[src/rtl/ucdp_pulse_snd_pkg.sv]
// Shared types and constants for the pulse sender: FSM state encoding
// and the ack synchronizer depth (which is also the completion latency).
package ucdp_pulse_snd_pkg;

  typedef enum logic [1:0] {
    ST_IDLE = 2'd0,
    ST_BUSY = 2'd1,
    ST_PEND = 2'd2
  } state_e;

  localparam int unsigned CompLat = 2;

endpackage

[src/rtl/ucdp_sync.sv]
// Level synchronizer, CompLat flops deep, with optional edge output.
// Reset is held off during scan shift so the chain shifts cleanly.
module ucdp_sync
  import ucdp_pulse_snd_pkg::*;
#(
  parameter logic [1:0] edge_type_p   = 2'h0,
  parameter logic       rstval_p      = 1'b0,
  parameter logic       norstvalchk_p = 1'b0
) (
  input  logic main_clk_i,
  input  logic main_rst_an_i,
  input  logic dft_mode_scan_shift_i,
  input  logic d_i,
  output logic q_o
);

  logic               w_rst_an;
  logic               w_lvl;
  logic [CompLat-1:0] r_sync;
  logic               r_lvl_d;

  assign w_rst_an = main_rst_an_i | dft_mode_scan_shift_i;
  assign w_lvl    = r_sync[CompLat-1];

  always_ff @(posedge main_clk_i or negedge w_rst_an) begin
    if (!w_rst_an) begin
      r_sync  <= {CompLat{rstval_p}};
      r_lvl_d <= rstval_p;
    end else begin
      r_sync  <= {r_sync[CompLat-2:0], d_i};
      r_lvl_d <= w_lvl;
    end
  end

  // 0: level, 1: rising edge, 2: falling edge, 3: any edge
  always_comb begin
    case (edge_type_p)
      2'h1:    q_o = w_lvl & ~r_lvl_d;
      2'h2:    q_o = ~w_lvl & r_lvl_d;
      2'h3:    q_o = w_lvl ^ r_lvl_d;
      default: q_o = w_lvl;
    endcase
  end

  // The far side must leave reset at the same level, or a phantom edge appears.
  generate
    if (!norstvalchk_p) begin : g_rstval_chk
      a_rstval : assert property (@(posedge main_clk_i) $rose(main_rst_an_i) |-> (d_i == rstval_p));
    end
  endgenerate

endmodule

[src/rtl/ucdp_pulse_snd.sv]
// Source side of a 2-phase toggle pulse crossing with optional one-deep
// pending slot, sticky drop/timeout flags; done_o follows an ack edge by 2 cycles.
module ucdp_pulse_snd
  import ucdp_pulse_snd_pkg::*;
#(
  parameter logic        rstval_p    = 1'b0,
  parameter logic        pend_en_p   = 1'b1,
  parameter int unsigned tmo_width_p = 8
) (
  input  logic main_clk_i,
  input  logic main_rst_an_i,
  input  logic dft_mode_scan_shift_i,
  input  logic pulse_i,
  output logic req_o,
  input  logic ack_i,
  input  logic clr_i,
  output logic busy_o,
  output logic done_o,
  output logic ovfl_o,
  output logic tmo_o
);

  localparam logic [tmo_width_p-1:0] CntMax = '1;
  localparam logic [tmo_width_p-1:0] CntOne = {{(tmo_width_p-1){1'b0}}, 1'b1};

  state_e                 r_state;
  state_e                 w_state_nxt;
  logic                   r_req;
  logic                   r_ovfl;
  logic                   r_tmo;
  logic [tmo_width_p-1:0] r_cnt;
  logic                   w_ack_s;
  logic                   w_busy;
  logic                   w_comp;
  logic                   w_tgl;
  logic                   w_drop;
  logic                   w_wait;

  ucdp_sync #(
    .edge_type_p  (2'h0),
    .rstval_p     (rstval_p),
    .norstvalchk_p(1'b0)
  ) u_ack_sync (
    .main_clk_i           (main_clk_i),
    .main_rst_an_i        (main_rst_an_i),
    .dft_mode_scan_shift_i(dft_mode_scan_shift_i),
    .d_i                  (ack_i),
    .q_o                  (w_ack_s)
  );

  assign w_busy = (r_state != ST_IDLE);
  assign w_comp = w_busy && (w_ack_s == r_req);
  assign w_wait = w_busy && !w_comp;

  always_ff @(posedge main_clk_i or negedge main_rst_an_i) begin
    if (!main_rst_an_i) begin
      r_state <= ST_IDLE;
    end else begin
      r_state <= w_state_nxt;
    end
  end

  always_comb begin
    w_state_nxt = r_state;
    case (r_state)
      ST_IDLE: if (pulse_i) w_state_nxt = ST_BUSY;
      ST_BUSY: begin
        if (!w_comp) begin
          if (pulse_i && pend_en_p) w_state_nxt = ST_PEND;
        end else if (!pulse_i) begin
          w_state_nxt = ST_IDLE;
        end
      end
      ST_PEND: if (w_comp) w_state_nxt = pulse_i ? ST_PEND : ST_BUSY;
      default: w_state_nxt = ST_IDLE;
    endcase
  end

  always_comb begin
    w_tgl  = 1'b0;
    w_drop = 1'b0;
    case (r_state)
      ST_IDLE: w_tgl = pulse_i;
      ST_BUSY: begin
        if (w_comp) w_tgl  = pulse_i;
        else        w_drop = pulse_i & ~pend_en_p;
      end
      ST_PEND: begin
        if (w_comp) w_tgl  = 1'b1;
        else        w_drop = pulse_i;
      end
      default: ;
    endcase
  end

  // Timeout is observational only: it never feeds back into the FSM.
  always_ff @(posedge main_clk_i or negedge main_rst_an_i) begin
    if (!main_rst_an_i) begin
      r_req  <= rstval_p;
      r_cnt  <= '0;
      r_ovfl <= 1'b0;
      r_tmo  <= 1'b0;
    end else begin
      if (w_tgl) r_req <= ~r_req;
      if (w_tgl) begin
        r_cnt <= '0;
      end else if (w_wait && (r_cnt != CntMax)) begin
        r_cnt <= r_cnt + CntOne;
      end
      r_ovfl <= w_drop | (r_ovfl & ~clr_i);
      r_tmo  <= (w_wait && (r_cnt == CntMax)) | (r_tmo & ~clr_i);
    end
  end

  assign req_o  = r_req;
  assign busy_o = w_busy;
  assign done_o = w_comp;
  assign ovfl_o = r_ovfl;
  assign tmo_o  = r_tmo;

endmodule

[config.mk]
export PLATFORM = sky130hd
export DESIGN_NAME = ucdp_pulse_snd
export DESIGN_NICKNAME = d
export VERILOG_FILES = /design/src/rtl/ucdp_pulse_snd_pkg.sv /design/src/rtl/ucdp_sync.sv /design/src/rtl/ucdp_pulse_snd.sv
export SDC_FILE = /design/constraint.sdc
export NUM_CORES = 1
export LEC_CHECK = 0
export CAP_MARGIN = 30
export CORE_MARGIN = 5
export CORE_UTILIZATION = 55
export DETAILED_ROUTE_END_ITERATION = 10
export HOLD_SLACK_MARGIN = 0.05
export PLACE_DENSITY_LB_ADDON = 0.1
export SYNTH_ARGS = -nofsm -noshare
export SYNTH_HDL_FRONTEND = slang
export SYNTH_SLANG_ARGS = --single-unit
[constraint.sdc]
create_clock -name main_clk_i -period 2.5 [get_ports main_clk_i]
set_input_delay 0.5 -clock main_clk_i [delete_from_list [all_inputs] [get_ports main_clk_i]]
set_output_delay 0.5 -clock main_clk_i [all_outputs]
set_load 0.005 [all_outputs]
# Word level (Yosys, flattened, before mapping)
# Index checks and enable logic that the tools add are counted.
[totals]
regBits = 15
latchBits = 0
ramBits = 0
romBits = 0
inputBits = 6
out_inout_bits = 5
wordCells = 46
n_memories = 0
[op_classes]
addsub = 1
n_mul = 0
div = 0
magnitude_cmp = 0
eq_ne = 9
shifts = 0
mux = 14
bitwise_logic = 7
reduce_logical = 9
[op_table]
columns = ["cell", "count"]
rows = [
  ["8-bit two-way mux", 2],
  ["2-bit two-way mux", 6],
  ["8-bit by 1-bit adder with 8-bit output, second input constant", 1],
  ["8-bit == test, second input constant", 1],
  ["8-bit != test, second input constant", 1],
  ["3-bit != test, second input constant", 2],
  ["2-bit case mux with 3 select lines", 1],
  ["1-bit logical AND", 4],
  ["1-bit two-way mux", 4],
  ["2-bit != test, second input constant", 2],
  ["4-bit AND reduction", 1],
  ["2-bit nonzero test", 2],
  ["1-bit bitwise OR", 3],
  ["1-bit case mux with 3 select lines", 1],
  ["1-bit bitwise AND", 2],
  ["2-bit by 1-bit == test with 1-bit output, second input constant", 1],
  ["2-bit == test, second input constant", 1],
  ["2-bit logical NOT", 1],
  ["1-bit inverter", 2],
  ["1-bit == test", 1],
  ["1-bit logical NOT", 1],
]

# Longest topological paths before layout
# Gate-level depths: netlist of the first run.
[depth]
ltp_word = 7
ltp_mapped = 5
depth_no_buf = 5

# Hierarchy
# Synthesis of the first run repeated with hierarchy kept, for this count alone.
[unflattened]
hier_cells = 78
hier_area_um2 = 775.7
[modules_own_cells]
columns = ["mod", "n_inst", "cells_per_inst", "area_per_inst_um2", "seq_area_each_um2"]
rows = [
  ["ucdp_pulse_snd", 1, 75, 719.4, 325.3],
  ["ucdp_sync", 1, 3, 56.3, 50.0],
]

# Least setup slack after synthesis of the first run
# Ideal clock, no wire load.
[synth_path]
path_kind = "register to register"
start = "register r_req (netlist: req_o)"
end = "register r_cnt[6]"
setup_time_ns = 0.094
arrival_time_ns = 1.369
t_required_ns = 2.406
slack_ns = 1.037
stages_incl_launch_ff = 5
path_buffers = 0
period_less_slack_ns = 1.463
path_cell_list = "dfrtp_1 -> xnor2_2 -> nor4b_4 -> nand3_2 -> a221oi_2"
[synth_via]
elab_chain_cells = 6
elab_cells_between_ends = 10
classes_between = "eq/ne (1); mux (4); reduce/logical (5)"
[synth_rtl]
columns = ["item", "line_no", "text"]
rows = [
  ["from (decl)", "ucdp_pulse_snd.sv:28", "logic r_req;"],
  ["from (signal assigned)", "ucdp_pulse_snd.sv:99", "r_req <= rstval_p;"],
  ["from (signal assigned)", "ucdp_pulse_snd.sv:104", "if (w_tgl) r_req <= ~r_req;"],
  ["1-bit == test *", "ucdp_pulse_snd.sv:52", "assign w_comp = w_busy && (w_ack_s == r_req);"],
  ["1-bit logical AND *", "ucdp_pulse_snd.sv:52", ""],
  ["parallel branches: the longest is 4 deep, another holds 8-bit two-way mux", "-", ""],
  ["to (signal assigned)", "ucdp_pulse_snd.sv:108", "r_cnt <= r_cnt + CntOne;"],
  ["to (decl)", "ucdp_pulse_snd.sv:31", "logic [tmo_width_p-1:0] r_cnt;"],
]
# Every way passes the cells marked *.
# A chain may end at the register's enable or synchronous reset.

# Worst setup path in the final report of the first run
[layout_path]
start = "register r_req (netlist: req_o)"
end = "output done_o"
[layout_via]
elab_chain_cells = 2
[layout_rtl]
columns = ["item", "line_no", "text"]
rows = [
  ["1-bit == test", "ucdp_pulse_snd.sv:52", ""],
  ["1-bit logical AND", "ucdp_pulse_snd.sv:52", ""],
  ["to (decl)", "ucdp_pulse_snd.sv:18", "output logic done_o,"],
]
# No other way between the ends.

==> summary.md, run 1 <==
| Metric | Value |
|---|---|
| Global placement routability congestion | `0.825` |
| Final WS setup | `0.375 ns` |
| Initial Util | `59.6%` |
| Final Skew | `0.00212 ns` |
| Fin Hold WS | `~0.36 ns` |
| Detail Placement HPWL | `approximately 1.1 mm` |
| Fin Setup TNS | `0 ns` |
| Register area share after synthesis | `47.2%` |
| Worst Hold Class | `reg -> reg` |
| Status | `finished, final reports clean` |
| Worst EP arrival | `1.63 ns` |
| XOR/XNOR Fraction of Synth Area | `under 10%` |
| # setup viols final | `0` |
| Core Area | `1330 um^2` |
| # DRC | `0` |
| # port buffers | `10` |
| Diode count | `0` |
| Synthesis-to-finish area growth | `18.3%` |
| WS Path Type | `reg -> out` |
| Place WS | `roughly 0.65 ns` |
| Final Util | `slightly above 70%` |
| Initial antenna violation count | `0` |
| Largest family of logic cells by synthesized area | `simple AND/OR/NAND/NOR gates` |
| Nets@finish | `98` |
| Fin area | `around 940 um^2` |
| Critical Path Start Type | `register` |
| Area of the multi-input gates | `397 um^2` |
| Die height | `slightly below 50 um` |
| Most common cell after layout, fill and taps aside | `dfrtp_1` |
| Simple-gate portion of the synthesized area | `24.7%` |
| Hold depth | `0` |
| Max clock buf depth | `2` |
| Initial drt markers | `7` |
| Worst Path Required | `2.00 ns` |
| Clock Latency Late Sink | `0.28 ns` |
| Antenna Nets Post-Route | `0` |
| Post-CTS Resized | `0` |
| Vias in the first global route | `560` |
| Number of synthesized register bits | `15` |
| Die Wd | `~48 um` |
| Gr usage total | `15.2%` |
| Syn_nets | `83` |
| Setup crit end kind | `output pin` |
| Unrepaired setup endpoints after global routing | `no` |
| Yosys warns | `0` |
| Total CTS buffers | `3` |
| Filler cells | `106` |
| GRT overflow | `0` |
| Max_slew headroom | `between 60% and 70%` |
| Worst R2R Setup Slack | `around 0.87 ns` |
| Synth top area share | `between 40 and 50%` |
| First-pass GRT wire length | `between 2 and 2.5 mm` |
| Compound-gate portion of the synthesized area | `~19%` |
| Most frequent cells in the layout | `dfrtp_1, clkdlybuf4s50_1, nor2_1` |
| # Max-Cap Violations | `0` |
| CP Buf/Inv Count | `1` |
| Clk root buf | `clkbuf_4` |
| Reg area | `375 um^2` |
| Largest net degree at the start of global routing | `15` |
| Reg2reg path depth | `4` |
| Mux cell area share after synthesis | `0%` |
| Fin. max-slew vios | `0` |
| CP max stage delay | `0.47 ns` |
| Via-per-instance ratio | `5.84` |
| # Post-CTS Setup Buffers | `0` |
| Final wirelength | `1.46 mm` |
| Fin crit period | `2.13 ns` |
| CTS tree | `yes` |
| Clock slew at reported path FFs | `0.08 ns` |
| Fmax | `around 0.47 GHz` |
| Netlist cell types | `34` |
| Tcrit/Tclk final | `85.0%` |
| Ranking of synthesized cells by area | `dfrtp_1, nor2_1, nor4b_4` |
| Slowest cell on crit path | `dfrtp_1` |
| Worst-path maximum fanout | `4` |
| Die Area | `2300 um^2` |
| Design Power | `833 uW` |
| Placed Cells | `101` |
| Crit-path cells | `xor2_1, nor2_1, clkdlybuf4s50_1` |
| Post-Synth Adder-Cell Area | `1.57%` |
| Row cnt | `13` |
| Clock sink count | `15` |
| Wire per inst | `~14 um` |
| Worst Tran Pin Value | `0.595 ns` |
| Layout cells sized above 1 | `between 10% and 20%` |
| Maximum VDD drop | `0.430 mV` |
| Final std cells w/o fill | `105` |
| Area leader, netlist | `dfrtp_1` |
| P per Cell Area | `886 nW/um^2` |
| Hold Buf Count CTS | `0` |
| Pre-Repair DR Iteration Count | `4` |
| H-tree Lvls | `1` |
| IO Pins | `11` |
| Synth Instances | `76` |
| Critical path's top delay family | `flip-flops` |
| Final Hold Viols | `0` |
| Area after DPL | `913 um^2` |
| Syn avg cell area | `10.5 um^2` |
| Via count | `613` |
| Stages on the worst setup path | `3` |
| Mapped cell area | `roughly 790 um^2` |
| Leakage | `0.367 nW` |
==> worst register-to-register path: stages (launching register included) <==
cell and delay, ns:
dfrtp_1 0.46, xnor2_2 0.42, nand2_1 0.19, o21bai_4 0.28, o21ai_0 0.16
==> worst paths after layout <==
path / start / end
min in group asynchronous: dft_mode_scan_shift_i / u_ack_sync.r_sync[0]$_DFF_PN0_
setup reg to reg: req_o$_DFFE_PN0P_ / r_cnt[0]$_DFFE_PN0P_
hold / removal: u_ack_sync.r_sync[0]$_DFF_PN0_ / u_ack_sync.r_sync[1]$_DFF_PN0_
hold reg to reg: u_ack_sync.r_sync[0]$_DFF_PN0_ / u_ack_sync.r_sync[1]$_DFF_PN0_
setup / recovery: req_o$_DFFE_PN0P_ / done_o
max in group asynchronous: main_rst_an_i / u_ack_sync.r_sync[1]$_DFF_PN0_
==> power breakdown <==
group / switching, mW / leakage, nW / total (mW) / internal [mW]
Combinational: 0.181 / 0.156 / 0.342 / 0.161
Clock: 0.0727 / 0.0150 / 0.135 / 0.0621
Sequential: 0.0700 / 0.196 / 0.356 / 0.286
==> Yosys cell counts (all sizes together) <==
| cell | count |
|---|---|
| o21ai | 2 |
| dfrtp | 15 |
| ha | 1 |
| a21oi | 3 |
| and3 | 1 |
| nor3b | 1 |
| nand3 | 4 |
| nand2 | 4 |
| a41oi | 1 |
| nor4b | 2 |
| o2111a | 1 |
| o21bai | 1 |
| o31ai | 1 |
| o2bb2ai | 1 |
| o21a | 1 |
| a31oi | 1 |
| nor3 | 3 |
| o211ai | 1 |
| nand2b | 1 |
| nor2b | 2 |
| a221oi | 1 |
| xor2 | 2 |
| o22ai | 2 |
| nand4 | 3 |
| or2 | 2 |
| nor2 | 8 |
| xnor2 | 1 |
| a32o | 1 |
| a211oi | 2 |
| nor4 | 1 |
| inv | 6 |
==> sequential cells by signal, summed over array words and instances, names as in the netlist <==
name / cells
ovfl_o: 1
req_o: 1
r_state: 2
tmo_o: 1
r_cnt: 8
u_ack_sync.r_sync: 2
==> layout make-up <==
class | instances | share of cell area (%)
Clock buffer | 4 | 2.80
Multi-Input combinational cell | 55 | 42.2
Timing Repair Buffer | 10 | 10.7
Inverter | 6 | 2.40
Sequential cell | 15 | 39.9
Tap cell | 15 | 2.00
==> logic make-up after synthesis <==
kind of cell / after synthesis
flip-flops: 15
AO/OA/AOI/OAI: 19
adder cells (fa/ha/maj): 1
AND/OR/NAND/NOR: 32
buffers and inverters: 6
XOR/XNOR: 3
==> routing by layer <==
metal | GRT usage (%) | share of wire (%) | up-vias
met2 | 22.2 | 44 | 10
li1 | - | - | 312
met5 | 0 | 0 | -
met4 | 4.84 | 1.2 | 0
met3 | 5.64 | 4.8 | 2
met1 | 20.8 | 50 | 289
Power figures use the tool's default switching activity.
==> inputs of run 2 (changes only) <==
--- a/config.mk
+++ b/config.mk
@@ -6,11 +6,14 @@
 export NUM_CORES = 1
 export LEC_CHECK = 0
 export CAP_MARGIN = 30
+export CORE_ASPECT_RATIO = 1.1
 export CORE_MARGIN = 5
 export CORE_UTILIZATION = 55
 export DETAILED_ROUTE_END_ITERATION = 10
 export HOLD_SLACK_MARGIN = 0.05
 export PLACE_DENSITY_LB_ADDON = 0.1
+export SKIP_CTS_REPAIR_TIMING = 1
+export SLEW_MARGIN = 20
 export SYNTH_ARGS = -nofsm -noshare
 export SYNTH_HDL_FRONTEND = slang
 export SYNTH_SLANG_ARGS = --single-unit
==> run 2 against run 1 <==
  * Count of clock-buffer cells in the layout stayed put
  * Die area hardly changed
  * Critical path depth stayed put
  * Non-clock buffer count stayed put
  * Power is 0.68% higher
  * Worst setup slack better by 0.022 ns
  * Global-route usage is 1.4 points higher
  * Core utilization is 1.6 points lower
  * Register-to-register slack hardly changed
  * Wire length is 7.0% higher
  * Clock power is 6% higher
  * Clock skew is 0.0039 ns higher
  * Largest power group unchanged
==> summary.md, run 2 (same netlist as run 1, synthesis figures left out) <==
| Metric | Value |
|---|---|
| Status | `finished, final reports clean (unchanged)` |
| Place WS | `0.699 ns (was 0.648 ns)` |
| Worst EP arrival | `1.60 ns (was 1.63 ns)` |
| Nets@finish | `98 (unchanged)` |
| Tcrit/Tclk final | `84.1% (was 85.0%)` |
| Fin crit period | `2.10 ns (was 2.13 ns)` |
| Design Power | `838 uW (was 833 uW)` |
| Final Hold Viols | `0 (unchanged)` |
| First-pass GRT wire length | `2.80 mm (was 2.42 mm)` |
| Total CTS buffers | `3 (unchanged)` |
| Antenna Nets Post-Route | `0 (unchanged)` |
| HP Start | `u_ack_sync.r_sync[0]$_DFF_PN0_ (unchanged)` |
| Worst Hold Class | `reg -> reg (unchanged)` |
| Filler cells | `93 (was 106)` |
| Clock sink count | `15 (unchanged)` |
| Initial antenna violation count | `0 (unchanged)` |
| Detail Placement HPWL | `1.18 mm (was 1.09 mm)` |
| P per Cell Area | `891 nW/um^2 (was 886 nW/um^2)` |
| Global placement routability congestion | `0.789 (was 0.825)` |
| Setup crit end kind | `output pin (unchanged)` |
| Die height | `49.9 um (was 48.0 um)` |
| Crit-path cells | `xor2_1, nor2_1, clkdlybuf4s50_1 (unchanged)` |
| Clock slew at reported path FFs | `0.08 ns (about the same)` |
| Unrepaired setup endpoints after global routing | `no (unchanged)` |
| Clock Latency Late Sink | `0.29 ns (was 0.28 ns)` |
| Via count | `627 (was 613)` |
| # DRC | `0 (unchanged)` |
| Max reg flops | `8 (unchanged)` |
| Layout cells sized above 1 | `13.3% (unchanged)` |
| Slowest cell on crit path | `dfrtp_1 (unchanged)` |
| Fin Setup TNS | `0 ns (unchanged)` |
| Fmax | `0.475 GHz (was 0.471 GHz)` |
| Wire per inst | `14.8 um (was 13.9 um)` |
| Final Skew | `0.00601 ns (was 0.00212 ns)` |
| Via-per-instance ratio | `5.92 (was 5.84)` |
| # Max-Cap Violations | `0 (unchanged)` |
| Die Wd | `46.2 um (was 48.0 um)` |
| Final Util | `68.9% (was 70.5%)` |
| CTS tree | `yes (unchanged)` |
| Critical Path Start Type | `register (unchanged)` |
| Initial Util | `58.2% (was 59.6%)` |
| GRT overflow | `0 (unchanged)` |
| Max_slew headroom | `61.2% (was 60.2%)` |
| # port buffers | `10 (unchanged)` |
| IO Pins | `11 (unchanged)` |
| CP Buf/Inv Count | `1 (unchanged)` |
| Worst-path maximum fanout | `4 (unchanged)` |
| Gr usage total | `16.6% (was 15.2%)` |
| Final wirelength | `1.57 mm (was 1.46 mm)` |
| Clk root buf | `clkbuf_4 (unchanged)` |
| Critical path's top delay family | `flip-flops (unchanged)` |
| Initial drt markers | `22 (was 7)` |
| Die Area | `2310 um^2 (was 2300 um^2)` |
| Largest net degree at the start of global routing | `15 (unchanged)` |
| Fin Hold WS | `0.367 ns (was 0.356 ns)` |
| Maximum VDD drop | `0.621 mV (was 0.430 mV)` |
| Max clock buf depth | `2 (unchanged)` |
| # setup viols final | `0 (unchanged)` |
| Worst Path Required | `2.00 ns (about the same)` |
| CP max stage delay | `0.46 ns (was 0.47 ns)` |
| Leakage | `0.367 nW (unchanged)` |
| Biggest regs | `r_cnt x8, r_state x2, u_ack_sync.r_sync x2 (unchanged)` |
| Diode count | `0 (unchanged)` |
| Crit Reg-Reg Startpoint | `req_o$_DFFE_PN0P_ (unchanged)` |
| Row cnt | `14 (was 13)` |
| WS Path Type | `reg -> out (unchanged)` |
| Vias in the first global route | `644 (was 560)` |
| H-tree Lvls | `1 (unchanged)` |
| Synthesis-to-finish area growth | `18.4% (was 18.3%)` |
| Most common cell after layout, fill and taps aside | `dfrtp_1 (unchanged)` |
| Final WS setup | `0.397 ns (was 0.375 ns)` |
| Pre-Repair DR Iteration Count | `4 (unchanged)` |
| Largest reg by FF count | `r_cnt (unchanged)` |
| Core Area | `1370 um^2 (was 1330 um^2)` |
| Fin. max-slew vios | `0 (unchanged)` |
| Worst Tran Pin Value | `0.580 ns (was 0.595 ns)` |
| Setup crit start | `req_o$_DFFE_PN0P_ (unchanged)` |
| Most frequent cells in the layout | `dfrtp_1, clkdlybuf4s50_1, nor2_1 (unchanged)` |
[run 2: cell counts in the layout (fill, tap and decap cells not counted)]
Identical to the previous run, type by type.
[run 2: final cells by class]
| class | instances | area (um^2) | share of cell area (%) |
|---|---|---|---|
| Multi-Input combinational cell | 55 | 397 | 42.2 |
| Inverter | 6 | 22.5 | 2.39 |
| Tap cell | 16 | 20.0 | 2.13 |
| Timing Repair Buffer | 10 | 100 | 10.6 |
| Clock buffer | 4 | 26.3 | 2.79 |
| Sequential cell | 15 | 375 | 39.9 |
[run 2: path summary, 6_finish.rpt]
path	end	slack (ns)	depth (start not counted)
max in group asynchronous	u_ack_sync.r_sync[1]$_DFF_PN0_	1.45	2
worst min-delay path	u_ack_sync.r_sync[1]$_DFF_PN0_	0.37	0
min in group asynchronous	u_ack_sync.r_sync[0]$_DFF_PN0_	0.44	2
worst max register to register	req_o$_DFFE_PN0P_	0.88	4
worst max-delay path	done_o	0.40	3
worst min register to register	u_ack_sync.r_sync[1]$_DFF_PN0_	0.37	0
[run 2: metal layers]
layer / part of all wire (%) / vias up / routed length [um] / GRT usage (%)
met5: 0 / - / 0 / 0
met4: 1.9 / 0 / 29 / 9.95
met3: 3.3 / 3 / 52 / 2.18
met2: 50 / 12 / 790 / 25.2
met1: 44 / 303 / 694 / 21.6
li1: - / 309 / - / -
[run 2: through the flow]
stage / cell area, um^2 / cells
after global placement: 915 / 102
after CTS: 941 / 106
after global routing: 941 / 106
after floorplan: 795 / 76
final: 941 / 106
after detailed placement: 915 / 102
[run 2: where the power goes]
part           internal [mW]  switching (mW)
clock                 0.0621          0.0808
sequential             0.286          0.0689
combinational          0.160           0.181
total                  0.508           0.330
==> inputs of run 3 (changes only) <==
--- a/config.mk
+++ b/config.mk
@@ -8,7 +8,7 @@
 export CAP_MARGIN = 30
 export CORE_ASPECT_RATIO = 1.1
 export CORE_MARGIN = 5
-export CORE_UTILIZATION = 55
+export CORE_UTILIZATION = 46
 export DETAILED_ROUTE_END_ITERATION = 10
 export HOLD_SLACK_MARGIN = 0.05
 export PLACE_DENSITY_LB_ADDON = 0.1
==> constraint.sdc (replaced) <==
create_clock -name main_clk_i -period 1.8 [get_ports main_clk_i]
set_input_delay 0.36 -clock main_clk_i [delete_from_list [all_inputs] [get_ports main_clk_i]]
set_output_delay 0.36 -clock main_clk_i [all_outputs]
set_load 0.005 [all_outputs]
==> run 3 against run 2 <==
  * Sequential power rose by 32%
  * Clock skew fell by 0.0018 ns
  * Flip-flop and latch count stayed put
  * Combinational power rose by 86%
  * Worst setup slack got worse by 0.29 ns
  * Register-to-register slack got worse by 0.69 ns
  * Hold slack got worse by 0.050 ns
  * Non-clock buffer count increased by 8
==> summary.md, run 3 (same netlist as run 1, synthesis figures left out) <==
| Metric | Value |
|---|---|
| Crit-path cells | `buf_4, clkdlybuf4s50_1 (was xor2_1, nor2_1, clkdlybuf4s50_1)` |
| Worst Path Required | `1.44 ns (was 2.00 ns)` |
| Clk root buf | `clkbuf_4 (unchanged)` |
| Detail Placement HPWL | `1.22 mm (was 1.18 mm)` |
| IO Pins | `11 (unchanged)` |
| Max reg flops | `8 (unchanged)` |
| Area after DPL | `946 um^2 (was 915 um^2)` |
| Wire per inst | `14.6 um (was 14.8 um)` |
| Die Wd | `49.6 um (was 46.2 um)` |
| Fin area | `1020 um^2 (was 941 um^2)` |
| Final Util | `63.3% (was 68.9%)` |
| Via count | `670 (was 627)` |
| Synthesis-to-finish area growth | `28.5% (was 18.4%)` |
| WS Path Type | `reg -> out (unchanged)` |
| Initial antenna violation count | `0 (unchanged)` |
| Max_slew headroom | `70.2% (was 61.2%)` |
| Most frequent cells in the layout | `dfrtp_1, clkdlybuf4s50_1, buf_4 (was dfrtp_1, clkdlybuf4s50_1, nor2_1)` |
| Worst Tran Pin Value | `0.446 ns (was 0.580 ns)` |
| Clock slew at reported path FFs | `0.09 ns (was 0.08 ns)` |
| # Max-Cap Violations | `0 (unchanged)` |
| Largest net degree at the start of global routing | `11 (was 15)` |
| Slowest cell on crit path | `clkdlybuf4s50_1 (was dfrtp_1)` |
| Pre-Repair DR Iteration Count | `5 (was 4)` |
| Fin. max-slew vios | `0 (unchanged)` |
| Core Area | `1610 um^2 (was 1370 um^2)` |
| Largest reg by FF count | `r_cnt (unchanged)` |
| Biggest regs | `r_cnt x8, r_state x2, u_ack_sync.r_sync x2 (unchanged)` |
| Crit Reg-Reg Startpoint | `req_o$_DFFE_PN0P_ (unchanged)` |
| Tcrit/Tclk final | `94.2%` |
| Routed met2 length | `816 um (was 790 um)` |
| Die Area | `2660 um^2 (was 2310 um^2)` |
| Antenna Nets Post-Route | `0 (unchanged)` |
| Worst Hold Class | `in -> async (was reg -> reg)` |
| Reg2reg path depth | `5 (was 4)` |
| Die height | `53.6 um (was 49.9 um)` |
| Global placement routability congestion | `0.740 (was 0.789)` |
| First-pass GRT wire length | `2.88 mm (was 2.80 mm)` |
| Clock Latency Late Sink | `0.28 ns (was 0.29 ns)` |
| Diode count | `0 (unchanged)` |
| CP Buf/Inv Count | `2 (was 1)` |
| Critical Path Start Type | `register (unchanged)` |
| Critical path's top delay family | `buffers and inverters (was flip-flops)` |
| P per Cell Area | `1270 nW/um^2 (was 891 nW/um^2)` |
| Worst-path maximum fanout | `3 (was 4)` |
| Setup crit end kind | `output pin (unchanged)` |
| Filler cells | `134 (was 93)` |
| Met3 wire length | `73 um (was 52 um)` |
| # port buffers | `10 (unchanged)` |
| Maximum VDD drop | `0.758 mV (was 0.621 mV)` |
| Unrepaired setup endpoints after global routing | `no (unchanged)` |
| CP max stage delay | `0.52 ns (was 0.46 ns)` |
| # setup viols final | `0 (unchanged)` |
| Worst R2R Setup Slack | `0.19 ns (was 0.88 ns)` |
| Clock sink count | `15 (unchanged)` |
| Total CTS buffers | `3 (unchanged)` |
| Leakage | `0.427 nW (was 0.367 nW)` |
| Final WS setup | `0.105 ns (was 0.397 ns)` |
| Fin crit period | `around 1.7 ns` |
| Most common cell after layout, fill and taps aside | `dfrtp_1 (unchanged)` |
| Place WS | `0.223 ns (was 0.699 ns)` |
| FF-to-FF End | `r_cnt[6]$_DFFE_PN0P_ (was req_o$_DFFE_PN0P_)` |
| Fin Hold WS | `0.317 ns (was 0.367 ns)` |
| Status | `finished, final reports clean (unchanged)` |
| Vias in the first global route | `660 (was 644)` |
| Initial drt markers | `18 (was 22)` |
| Design Power | `1.29 mW (was 838 uW)` |
| Fmax | `0.590 GHz` |
| Met1 Wirelength | `744 um (was 694 um)` |
| Nets@finish | `106 (was 98)` |
| Final Skew | `0.00423 ns (was 0.00601 ns)` |
| Worst EP arrival | `1.34 ns (was 1.60 ns)` |
| Final Hold Viols | `0 (unchanged)` |
| H-tree Lvls | `1 (unchanged)` |
| # DRC | `0 (unchanged)` |
| Layout cells sized above 1 | `22.4% (was 13.3%)` |
| Final wirelength | `1.68 mm (was 1.57 mm)` |
| Max clock buf depth | `2 (unchanged)` |
| CTS tree | `yes (unchanged)` |
| GRT overflow | `0 (unchanged)` |
| Initial Util | `49.2% (was 58.2%)` |
| Via-per-instance ratio | `5.83 (was 5.92)` |
| Gr usage total | `14.0% (was 16.6%)` |
| Highest routed layer | `met4 (unchanged)` |
| Row cnt | `15 (was 14)` |
[run 3: power breakdown]
group          internal (mW)  switching [mW]  leakage (nW)
sequential             0.401          0.0673         0.194
combinational          0.318           0.315         0.218
clock                 0.0858           0.105        0.0150
[run 3: worst max path at each step]
stage                            from                    to  depth (start not counted)  slack, ns
finish              req_o$_DFFE_PN0P_                 req_o                          2       0.10
global route        req_o$_DFFE_PN0P_                 req_o                          2       0.07
CTS                 req_o$_DFFE_PN0P_                done_o                          3      -0.09
detailed placement  req_o$_DFFE_PN0P_                done_o                          3       0.22
global placement    req_o$_DFFE_PN0P_                done_o                          3       0.22
floorplan           req_o$_DFFE_PN0P_  r_cnt[6]$_DFFE_PN0P_                          4       0.34
[run 3: final cells by class]
| cell class | instances | area, um^2 | share of cell area (%) |
|---|---|---|---|
| clock buffers | 4 | 26.3 | 2.57 |
| inverters | 6 | 22.5 | 2.21 |
| multi-input cells | 55 | 408 | 40.0 |
| flip-flops and latches | 15 | 378 | 37.0 |
| well taps | 17 | 21.3 | 2.08 |
| repair buffers | 18 | 165 | 16.2 |
[run 3: layer usage]
metal	vias up	GRT usage [%]
met5	-	0
met2	17	23.5
met3	6	3.60
met1	318	17.3
met4	0	5.68
li1	329	-
[run 3: stage by stage]
step	setup TNS [ns]	std cells
floorplan	0	76
global placement	0	107
detailed placement	0	107
CTS	-0.144	111
global route	0	115
finish	0	115
